`config.mk`:
```
export PLATFORM = sky130hd
export DESIGN_NAME = dma_channel_sched_flat
export DESIGN_NICKNAME = d
export VERILOG_FILES = /design/src/rtl/dma_channel_sched_if.sv /design/src/rtl/dma_channel_sched.sv /design/src/flat_wrapper.sv
export SDC_FILE = /design/constraint.sdc
export NUM_CORES = 1
export LEC_CHECK = 0
export BUFFER_PORTS_ARGS = -buffer_cell sky130_fd_sc_hd__buf_2
export CAP_MARGIN = 5
export CORE_ASPECT_RATIO = 1.25
export CORE_MARGIN = 5
export CORE_UTILIZATION = 34
export DETAILED_ROUTE_END_ITERATION = 6
export GPL_TIMING_DRIVEN = 0
export PLACE_DENSITY = 0.52
export SYNTH_ARGS = -nofsm -noshare
export SYNTH_HDL_FRONTEND = slang
export SYNTH_SLANG_ARGS = --single-unit
```
`constraint.sdc`:
```
create_clock -name clk -period 4.72 [get_ports clk]
set_clock_uncertainty 0.05 [all_clocks]
set_input_delay 1.18 -clock clk [delete_from_list [all_inputs] [get_ports clk]]
set_output_delay 1.18 -clock clk [all_outputs]
set_load 0.02 [all_outputs]
```
`src/rtl/dma_channel_sched_if.sv`:
```
// Handshake bundle between dma_channel_sched, its request sources and the DMA engine.
// The master modport is the scheduler side; the slave modport is the sources/engine side.
interface dma_channel_sched_if #(
    parameter int NCH   = 4,
    parameter int LEN_W = 16,
    parameter int BURST = 8
);
    localparam int CH_W    = $clog2(NCH);
    localparam int WORDS_W = $clog2(BURST) + 1;

    logic [NCH-1:0]       ch_req;
    logic [NCH*LEN_W-1:0] ch_len;
    logic [NCH-1:0]       ch_grant;
    logic [NCH-1:0]       ch_done;
    logic                 dma_start;
    logic [CH_W-1:0]      dma_ch;
    logic [WORDS_W-1:0]   dma_words;
    logic                 dma_abort;
    logic                 dma_word_ack;

    modport master (
        input  ch_req, ch_len, dma_word_ack,
        output ch_grant, ch_done, dma_start, dma_ch, dma_words, dma_abort
    );

    modport slave (
        output ch_req, ch_len, dma_word_ack,
        input  ch_grant, ch_done, dma_start, dma_ch, dma_words, dma_abort
    );
endinterface

```
`src/rtl/dma_channel_sched.sv`:
```
// Round-robin slice scheduler time-sharing one DMA engine between NCH channels.
// Build macro DMA_SCHED_PRIO_EN: channel 0 wins every arbitration it requests in.
module dma_channel_sched #(
    parameter int NCH   = 4,
    parameter int LEN_W = 16,
    parameter int BURST = 8
) (
    input  logic                clk,
    input  logic                rst,
    dma_channel_sched_if.master bus
);
    localparam int CH_W    = $clog2(NCH);
    localparam int WORDS_W = $clog2(BURST) + 1;
    localparam logic [CH_W-1:0]    LAST_CH   = CH_W'(NCH - 1);
    localparam logic [WORDS_W-1:0] BURST_WDS = WORDS_W'(BURST);
    localparam logic [LEN_W-1:0]   BURST_LEN = LEN_W'(BURST);
    localparam logic [NCH-1:0]     ONE_HOT0  = {{(NCH-1){1'b0}}, 1'b1};

    typedef enum logic [2:0] {
        IDLE   = 3'd0,
        ARB    = 3'd1,
        ISSUE  = 3'd2,
        RUN    = 3'd3,
        RETIRE = 3'd4
    } state_t;

    state_t             state_r;
    logic [CH_W-1:0]    last_grant_r;
    logic [CH_W-1:0]    cur_ch_r;
    logic [LEN_W-1:0]   remaining_r [NCH];
    logic [NCH-1:0]     active_r;
    logic [WORDS_W-1:0] ack_cnt_r;

    logic [NCH-1:0]     ch_grant_r;
    logic [NCH-1:0]     ch_done_r;
    logic               dma_start_r;
    logic [CH_W-1:0]    dma_ch_r;
    logic [WORDS_W-1:0] dma_words_r;
    logic               dma_abort_r;

    logic [CH_W:0]      arb_s;
    logic               pick_vld_s;
    logic [CH_W-1:0]    pick_s;
    logic [LEN_W-1:0]   pick_len_s;
    logic [WORDS_W-1:0] pick_words_s;
    logic [LEN_W-1:0]   rem_after_s;
    logic               slice_end_s;
    logic               abort_s;
    logic               arb_go_s;

    // Walk from last+NCH down to last+1 so the channel nearest after last wins; MSB flags a hit.
    function automatic logic [CH_W:0] rr_pick(input logic [NCH-1:0] req, input logic [CH_W-1:0] last);
        logic [CH_W:0]   res;
        logic [CH_W-1:0] ci;
        int              idx;
        res = {(CH_W+1){1'b0}};
        for (int k = NCH; k >= 1; k--) begin
            idx = int'(last) + k;
            idx = (idx >= NCH) ? idx - NCH : idx;
            ci  = CH_W'(idx);
            res = req[ci] ? {1'b1, ci} : res;
        end
        return res;
    endfunction

`ifdef DMA_SCHED_PRIO_EN
    assign arb_s = bus.ch_req[0] ? {1'b1, {CH_W{1'b0}}} : rr_pick(bus.ch_req, last_grant_r);
`else
    assign arb_s = rr_pick(bus.ch_req, last_grant_r);
`endif
    assign pick_vld_s = arb_s[CH_W];
    assign pick_s     = arb_s[CH_W-1:0];

    // Slice size for the winner: live remainder if mid-transfer, otherwise a fresh ch_len sample.
    always_comb begin
        if (active_r[pick_s]) begin
            pick_len_s = remaining_r[pick_s];
        end else begin
            pick_len_s = bus.ch_len[int'(pick_s)*LEN_W +: LEN_W];
        end
        if (pick_len_s > BURST_LEN) begin
            pick_words_s = BURST_WDS;
        end else begin
            pick_words_s = WORDS_W'(pick_len_s);
        end
    end

    // Slice completion, abort detection and whether this edge performs an arbitration.
    always_comb begin
        slice_end_s = 1'b0;
        abort_s     = 1'b0;
        arb_go_s    = 1'b0;
        rem_after_s = remaining_r[cur_ch_r] - LEN_W'(dma_words_r);
        case (state_r)
            IDLE: begin
                arb_go_s = pick_vld_s;
            end
            RUN: begin
                slice_end_s = bus.dma_word_ack && ((ack_cnt_r + WORDS_W'(1)) == dma_words_r);
                abort_s     = !slice_end_s && !bus.ch_req[cur_ch_r];
                arb_go_s    = abort_s && pick_vld_s;
            end
            RETIRE: begin
                arb_go_s = pick_vld_s;
            end
            default: begin
                arb_go_s = 1'b0;
            end
        endcase
    end

    // Scheduler state machine; the grant is loaded on entry to ARB so it is visible there.
    always_ff @(posedge clk) begin
        if (rst) begin
            state_r      <= IDLE;
            last_grant_r <= LAST_CH;
            cur_ch_r     <= {CH_W{1'b0}};
            active_r     <= {NCH{1'b0}};
            ack_cnt_r    <= {WORDS_W{1'b0}};
            for (int i = 0; i < NCH; i++) begin
                remaining_r[i] <= {LEN_W{1'b0}};
            end
            ch_grant_r   <= {NCH{1'b0}};
            ch_done_r    <= {NCH{1'b0}};
            dma_start_r  <= 1'b0;
            dma_ch_r     <= {CH_W{1'b0}};
            dma_words_r  <= {WORDS_W{1'b0}};
            dma_abort_r  <= 1'b0;
        end else begin
            ch_done_r   <= {NCH{1'b0}};
            dma_start_r <= 1'b0;
            dma_abort_r <= 1'b0;
            case (state_r)
                IDLE: begin
                    state_r <= pick_vld_s ? ARB : IDLE;
                end
                ARB: begin
                    if (dma_words_r == {WORDS_W{1'b0}}) begin
                        state_r              <= RETIRE;
                        ch_done_r[cur_ch_r]  <= 1'b1;
                        active_r[cur_ch_r]   <= 1'b0;
                        last_grant_r         <= cur_ch_r;
                    end else begin
                        state_r     <= ISSUE;
                        dma_start_r <= 1'b1;
                    end
                end
                ISSUE: begin
                    state_r   <= RUN;
                    ack_cnt_r <= {WORDS_W{1'b0}};
                end
                RUN: begin
                    if (slice_end_s) begin
                        state_r               <= RETIRE;
                        remaining_r[cur_ch_r] <= rem_after_s;
                        last_grant_r          <= cur_ch_r;
                        if (rem_after_s == {LEN_W{1'b0}}) begin
                            ch_done_r[cur_ch_r] <= 1'b1;
                            active_r[cur_ch_r]  <= 1'b0;
                        end
                    end else if (abort_s) begin
                        state_r               <= pick_vld_s ? ARB : IDLE;
                        dma_abort_r           <= 1'b1;
                        active_r[cur_ch_r]    <= 1'b0;
                        remaining_r[cur_ch_r] <= {LEN_W{1'b0}};
                        ch_grant_r            <= {NCH{1'b0}};
                    end else if (bus.dma_word_ack) begin
                        ack_cnt_r <= ack_cnt_r + WORDS_W'(1);
                    end
                end
                RETIRE: begin
                    state_r    <= pick_vld_s ? ARB : IDLE;
                    ch_grant_r <= {NCH{1'b0}};
                end
                default: begin
                    state_r    <= IDLE;
                    ch_grant_r <= {NCH{1'b0}};
                end
            endcase
            if (arb_go_s) begin
                cur_ch_r    <= pick_s;
                dma_ch_r    <= pick_s;
                ch_grant_r  <= ONE_HOT0 << pick_s;
                dma_words_r <= pick_words_s;
                if (!active_r[pick_s]) begin
                    remaining_r[pick_s] <= pick_len_s;
                    active_r[pick_s]    <= 1'b1;
                end
            end
        end
    end

    assign bus.ch_grant  = ch_grant_r;
    assign bus.ch_done   = ch_done_r;
    assign bus.dma_start = dma_start_r;
    assign bus.dma_ch    = dma_ch_r;
    assign bus.dma_words = dma_words_r;
    assign bus.dma_abort = dma_abort_r;
endmodule
```
`src/flat_wrapper.sv`:
```
// flat-port wrapper written by rule: the top's interface ports become plain ports
module dma_channel_sched_flat 
#(
    parameter int NCH   = 4,
    parameter int LEN_W = 16,
    parameter int BURST = 8
)
  (clk, rst, bus_ch_req, bus_ch_len, bus_dma_word_ack, bus_ch_grant, bus_ch_done, bus_dma_start, bus_dma_ch, bus_dma_words, bus_dma_abort);
  dma_channel_sched_if #(.NCH(NCH), .LEN_W(LEN_W), .BURST(BURST)) bus_i ();
  input  logic clk;
  input  logic rst;
  input wire logic [$bits(bus_i.ch_req)-1:0] bus_ch_req;
  input wire logic [$bits(bus_i.ch_len)-1:0] bus_ch_len;
  input wire logic [$bits(bus_i.dma_word_ack)-1:0] bus_dma_word_ack;
  output wire logic [$bits(bus_i.ch_grant)-1:0] bus_ch_grant;
  output wire logic [$bits(bus_i.ch_done)-1:0] bus_ch_done;
  output wire logic [$bits(bus_i.dma_start)-1:0] bus_dma_start;
  output wire logic [$bits(bus_i.dma_ch)-1:0] bus_dma_ch;
  output wire logic [$bits(bus_i.dma_words)-1:0] bus_dma_words;
  output wire logic [$bits(bus_i.dma_abort)-1:0] bus_dma_abort;
  assign bus_i.ch_req = bus_ch_req;
  assign bus_i.ch_len = bus_ch_len;
  assign bus_i.dma_word_ack = bus_dma_word_ack;
  assign bus_ch_grant = bus_i.ch_grant;
  assign bus_ch_done = bus_i.ch_done;
  assign bus_dma_start = bus_i.dma_start;
  assign bus_dma_ch = bus_i.dma_ch;
  assign bus_dma_words = bus_i.dma_words;
  assign bus_dma_abort = bus_i.dma_abort;
  dma_channel_sched #(.NCH(NCH), .LEN_W(LEN_W), .BURST(BURST)) u_core (.clk(clk), .rst(rst), .bus(bus_i));
endmodule
```
==> flow_summary.ini, run 1 <==
[logic_synthesis]
ys_ff_latch = 95
synth_nets = 662
synth-edff-count = 64
postSynth.topFlopCell = edfxtp_1
ys_seq_area_frac = 0.405
ys_warn_count = 0
avgSynthCellArea_um2 = 10.8
synth_cell_types = 78
synth_cells = 584
ys_async_sr_fraction = 0
synth_area_um2 = 6280

[drt]
wl_per_cell_um = 22.0
wl_mm = 20.2
wl_met1_mm = 8.17
first_pass_iters = 5
drtIter0Drc = 315
drcViolationCount = 0
top_layer = met4
ant_nets = 0
num_vias = 5326
wl_met3_mm = 1.19
routed-wl-met2_mm = 10.1
vias_per_cell = 5.81

[sta]
rsz0062_at_grt = false
min_period_ns = 4.37
fmax_mhz = 229
hold_viol = 0
slew_violations = 0
holdWs_ns = 0.436
worst_slack_ns = 0.351
relSlewSlack = 0.399
tightest_slew_ns = 0.902
setup_viol = 0
period_share = 0.926

[grt]
grt_pass1_vias = 5572
grt.total_usage = 0.186
grt-ovfl-total = 0
grt_pass1_wl_mm = 31.1
grt_max_degree = 17
antenna_found_initial = 0

[clock_network]
insertion_delay_ns = 0.35
cts_num_sinks = 95
path_clk_slew_ns = 0.07
cts.htree.levels = 3
cts_tree = yes
numCtsBuffers = 9
clockBufferDepth = 2
root_buffer = clkbuf_16

[final_layout]
diodes = 0
nets = 761
layout-drive-gt1-share = 0.246
fillers = 1823
area_growth_pct = 16.7

[worst_setup_path]
start_kind = input pin
cpPeakStageDelay_ns = 0.41
arrival_ns = 4.37
path_class = in2reg
crit_top_cell = buf_2
cp_slowest_cell = buf_2
r2r_slack_ns = 0.58
worstPathMaxFanout = 10
r2r-end = u_core.active_r[3]$_SDFF_PP0_
path_cells = buf_2 > and3b_1 > o32a_1 > buf_2 > mux2i_1 > mux2i_4 > buf_2 > buf_2 > nor3_1 > nand2_1 > buf_2 > o22ai_1
path_delay_family = buffers and inverters
required_ns = 4.72
cp-end-kind = register
crit_buf_inv = 5
worstRegToRegCells = 15

[power]
p_per_area_nw_per_um2 = 398
max-vdd-ir-drop_v = 0.000209
leakage_nw = 2.79

[floorplan]
pin_count = 87
die_w_um = 132
die_area_um2 = 21300
core-area_um2 = 18200
initial_core_util = 0.346
fp-row-count = 55
fp.dieH_um = 162

[outcome]
run_status = finished, final reports clean

[min_path]
min_from = u_core.active_r[2]$_SDFF_PP0_
whs_path_depth = 2
holdCritPathClass = reg2reg
min_to = u_core.active_r[2]$_SDFF_PP0_

[place]
place_ws_ns = -0.356
globalplace.congestion = 0.875
io_buffers = 86
dp_hpwl_mm = 14.5

[run]
maxCapViolCount = 0
==> worst max-delay path by stage <==
stage | startpoint | cells past startpoint | to
final | bus_ch_req[3] | 12 | u_core.remaining_r[1][11]$_DFFE_PP_
after global routing | bus_ch_req[3] | 11 | u_core.remaining_r[1][14]$_DFFE_PP_
after CTS | bus_ch_req[2] | 10 | u_core.remaining_r[3][10]$_DFFE_PP_
after detailed placement | bus_ch_req[3] | 11 | u_core.remaining_r[2][15]$_DFFE_PP_
after global placement | bus_ch_req[3] | 11 | u_core.remaining_r[2][2]$_DFFE_PP_
after floorplan | bus_ch_req[3] | 9 | u_core.remaining_r[0][0]$_DFFE_PP_
==> per-stage QoR <==
stage	std cells	util	setup TNS, ns	power (mW)	area, um2
5_1_grt	916	0.404	0	3.07	7330
4_1_cts	916	0.403	0	2.91	7320
3_3_place_gp	898	0.385	-25.48	2.17	7000
2_1_floorplan	584	-	0	1.87	6280
3_5_place_dp	898	0.385	-24.18	2.19	7000
6_report	916	0.404	0	2.92	7330
==> cell families after synthesis <==
group	share of synthesized area
xor+xnor	0.0195
buf+inv	0.0466
flops	0.405
mux	0.220
simple gates	0.127
compound gates	0.167
fa+ha+maj	0.0151
==> routing by layer <==
| layer | GRT usage | vias to the layer above |
|---|---|---|
| met3 | 0.0350 | 41 |
| li1 | - | 2470 |
| met1 | 0.226 | 2641 |
| met4 | 0.0720 | 0 |
| met2 | 0.326 | 174 |
| met5 | 0 | - |
==> power breakdown <==
part           switching (mW)  total [mW]  internal [mW]
logic                   0.697        1.14          0.447
clock network           0.322       0.725          0.404
registers              0.0497        1.05          0.999
==> layout make-up <==
| type | instances | area, um2 | area share |
|---|---|---|---|
| multi-input cells | 434 | 3460 | 0.472 |
| well taps | 228 | 285 | 0.0389 |
| plain buffers | 41 | 243 | 0.0331 |
| repair buffers | 88 | 458 | 0.0624 |
| inverters | 14 | 52.6 | 0.00716 |
| clock inverters | 4 | 26.3 | 0.00358 |
| flip-flops and latches | 95 | 2540 | 0.347 |
| clock buffers | 12 | 268 | 0.0365 |
==> Yosys cell counts, types with 4 or more instances <==
| cell type | count | area [um2] |
|---|---|---|
| nand3_1 | 8 | 40.0 |
| nor4_1 | 5 | 31.3 |
| ha_1 | 6 | 75.1 |
| clkbuf_1 | 15 | 56.3 |
| nor2b_1 | 17 | 106 |
| xor2_1 | 7 | 61.3 |
| o22ai_1 | 49 | 307 |
| inv_1 | 14 | 52.6 |
| buf_6 | 7 | 78.8 |
| edfxtp_1 | 64 | 1920 |
| o31ai_1 | 4 | 30.0 |
| nor3_1 | 9 | 45.0 |
| a22oi_1 | 4 | 30.0 |
| a211oi_1 | 14 | 105 |
| mux4_2 | 13 | 293 |
| nand2_1 | 32 | 120 |
| nand2b_1 | 10 | 62.6 |
| a31oi_1 | 4 | 25.0 |
| buf_2 | 13 | 65.1 |
| xnor2_1 | 7 | 61.3 |
| a21oi_1 | 20 | 100 |
| o21ai_0 | 24 | 120 |
| mux2i_1 | 96 | 961 |
| dfxtp_1 | 31 | 621 |
| and3_1 | 4 | 25.0 |
| or3_1 | 6 | 37.5 |
| nor2_1 | 31 | 116 |
==> worst register-to-register path, cell delays in order, from the launching register on <==
cell      delay (ns)
dfxtp_1         0.33
buf_6           0.18
buf_6           0.24
mux4_2          0.54
inv_1           0.10
ha_1            0.14
inv_1           0.05
fa_1            0.41
a21o_1          0.24
a21oi_1         0.17
nand3_1         0.26
nor4b_1         0.54
o311ai_4        0.16
nor4_4          0.31
or2_4           0.22
a311oi_2        0.09
==> cells in the final DEF (no fill, tap or decap), types with 7 or more instances in the layout <==
cell type / instances
mux4_2: 13
xnor2_1: 7
nand2_1: 32
buf_6: 7
clkbuf_16: 10
nor3_1: 9
buf_2: 99
edfxtp_1: 64
nand3_1: 8
inv_1: 14
o22ai_1: 49
xor2_1: 7
nand2b_1: 10
nor2_1: 31
a211oi_1: 14
o21ai_0: 24
mux2i_1: 96
a21oi_1: 20
clkbuf_1: 14
dfxtp_1: 31
nor2b_1: 17
==> sequential cells by signal (all words and copies together), names as in the netlist, named ones only <==
signal and flops:
u_core.remaining_r 64, u_core.ack_cnt_r 4, u_core.active_r 4, u_core.bus.ch_done 4, u_core.bus.ch_grant 4, u_core.bus.dma_words 4
u_core.state_r 3, u_core.bus.dma_ch 2, u_core.last_grant_r 2, u_core.bus.dma_abort 1, u_core.bus.dma_start 1
==> repair_timing <==
| action | 4_1_cts | 5_1_grt |
|---|---|---|
| resized for setup | 0 | 8 |
| buffers inserted | 2 | 0 |
| endpoints found under the setup margin | 16 | 65 |
| hold buffers | 0 | 0 |
No activity file was read; power rests on OpenSTA's default activity.
==> run 2, diff against run 1 <==
--- a/config.mk
+++ b/config.mk
@@ -7,12 +7,14 @@
 export LEC_CHECK = 0
 export BUFFER_PORTS_ARGS = -buffer_cell sky130_fd_sc_hd__buf_2
 export CAP_MARGIN = 5
+export CELL_PAD_IN_SITES_DETAIL_PLACEMENT = 1
+export CELL_PAD_IN_SITES_GLOBAL_PLACEMENT = 2
 export CORE_ASPECT_RATIO = 1.25
 export CORE_MARGIN = 5
 export CORE_UTILIZATION = 34
 export DETAILED_ROUTE_END_ITERATION = 6
 export GPL_TIMING_DRIVEN = 0
-export PLACE_DENSITY = 0.52
+export PLACE_DENSITY = 0.73
 export SYNTH_ARGS = -nofsm -noshare
 export SYNTH_HDL_FRONTEND = slang
 export SYNTH_SLANG_ARGS = --single-unit
==> flow_summary.ini, run 2 (synthesized netlist as in run 1, its figures left out) <==
[worst_setup_path]
r2r-end = u_core.active_r[3]$_SDFF_PP0_
crit_top_cell = buf_2
crit_buf_inv = 4
worstRegToRegCells = 15
worstPathMaxFanout = 10
setup.worst_path.start = bus_ch_req[3]
cp.depth = 12
r2r_slack_ns = 0.54
start_kind = input pin
path_delay_family = buffers and inverters
arrival_ns = 4.67
crit_end = u_core.remaining_r[3][13]$_DFFE_PP_
cp_slowest_cell = mux2i_2
cpPeakStageDelay_ns = 0.61
required_ns = 4.76
cp-end-kind = register
path_cells = buf_2 > and3b_1 > o32a_1 > buf_2 > mux2i_1 > mux2i_2 > buf_2 > nand2b_1 > nor2_1 > nand2_1 > clkbuf_1 > o21ai_0
path_class = in2reg

[sta]
rsz0062_at_grt = false
period_share = 0.980
holdWs_ns = 0.433
relSlewSlack = 0.332
slew_violations = 0
tns_ns = 0
hold_viol = 0
tightest_slew_ns = 1.00
min_period_ns = 4.63
setup_viol = 0
fmax_mhz = 216

[floorplan]
core-area_um2 = 18200
initial_core_util = 0.346
die_area_um2 = 21300
fp.dieH_um = 162
die_w_um = 132
fp-row-count = 55
pin_count = 87

[grt]
grt_pass1_vias = 5649
grt-ovfl-total = 0
grt_max_degree = 18
antenna_found_initial = 0
grt_pass1_wl_mm = 32.8
grt.total_usage = 0.199

[final_layout]
fin_util = 0.406
mostFrequentLayoutCells = 99 x buf_2, 96 x mux2i_1, 64 x edfxtp_1, 49 x o22ai_1, 32 x nand2_1
area_growth_pct = 17.3
regMostFlops = u_core.remaining_r
diodes = 0
largest_register_ffs = 64
layout-drive-gt1-share = 0.244
final_common_cell = buf_2
nets = 761

[clock_network]
cts_hold_buf = 0
root_buffer = clkbuf_16
path_clk_slew_ns = 0.08
numCtsBuffers = 9
cts.htree.levels = 3
clockBufferDepth = 2
cts_tree = yes
cts_num_sinks = 95
insertion_delay_ns = 0.38

[drt]
wl_mm = 21.4
top_layer = met4
drtIter0Drc = 300
wl_per_cell_um = 23.3
wl_met3_um = 850
drcViolationCount = 0
ant_nets = 0
wl_met1_mm = 8.82
first_pass_iters = 4
vias_per_cell = 5.74
num_vias = 5260
routed-wl-met2_mm = 11.2

[place]
io_buffers = 86
globalplace.congestion = 0.874
dp_hpwl_mm = 15.6

[power]
leakage_nw = 2.81
max-vdd-ir-drop_v = 0.000186
p_per_area_nw_per_um2 = 417

[run]
maxCapViolCount = 0

[min_path]
holdCritPathClass = reg2reg
whs_path_depth = 2
min_from = u_core.active_r[2]$_SDFF_PP0_

[outcome]
run_status = finished, final reports clean
[run 2: worst min-delay path by stage]
stage                                               end
after floorplan           u_core.active_r[2]$_SDFF_PP0_
after global placement    u_core.active_r[2]$_SDFF_PP0_
after detailed placement  u_core.active_r[2]$_SDFF_PP0_
after CTS                 u_core.active_r[2]$_SDFF_PP0_
after global routing      u_core.active_r[2]$_SDFF_PP0_
final                     u_core.active_r[2]$_SDFF_PP0_
[run 2: area by class of cell]
cell class                 instances  area, um2
buffer                            41        241
clock buffer                       9        225
clock inverter                     7        125
fill                            2054      10800
inverter                          14       52.6
multi-input combinational        434       3450
sequential                        95       2540
tap                              228        285
timing repair buffer              88        445
[run 2: through the flow]
step	cells	total power [mW]	setup WS, ns	instance area (um2)
after floorplan	584	1.87	0.856	6280
after global placement	898	2.18	-0.414	7000
after detailed placement	898	2.22	-0.521	7000
after CTS	916	3.09	0.0903	7360
after global routing	916	3.22	0.0243	7370
final	916	3.08	0.0922	7370
[run 2: tightest hold or removal path, cell delays in order (launching register included)]
cell      delay, ns
dfxtp_1        0.31
inv_1          0.07
a221oi_2       0.05
[run 2: repair_timing]
item / 4_1_cts / 5_1_grt
endpoints found under the hold margin: 0 / 0
setup endpoints to repair: 26 / 21
buffers inserted: 2 / 0
gates cloned: 0 / 0
resized for setup: 1 / 3
[run 2: routing by layer]
layer	up-vias	global-route usage
met2	145	0.363
met4	0	0.0659
li1	2475	-
met1	2613	0.240
met3	27	0.0294
met5	-	0
[run 2: power by group]
group	internal [mW]	leakage, nW	switching, mW
Clock	0.525	0.171	0.343
Combinational	0.443	1.71	0.713
Sequential	0.999	0.925	0.0521
Total	1.97	2.81	1.11
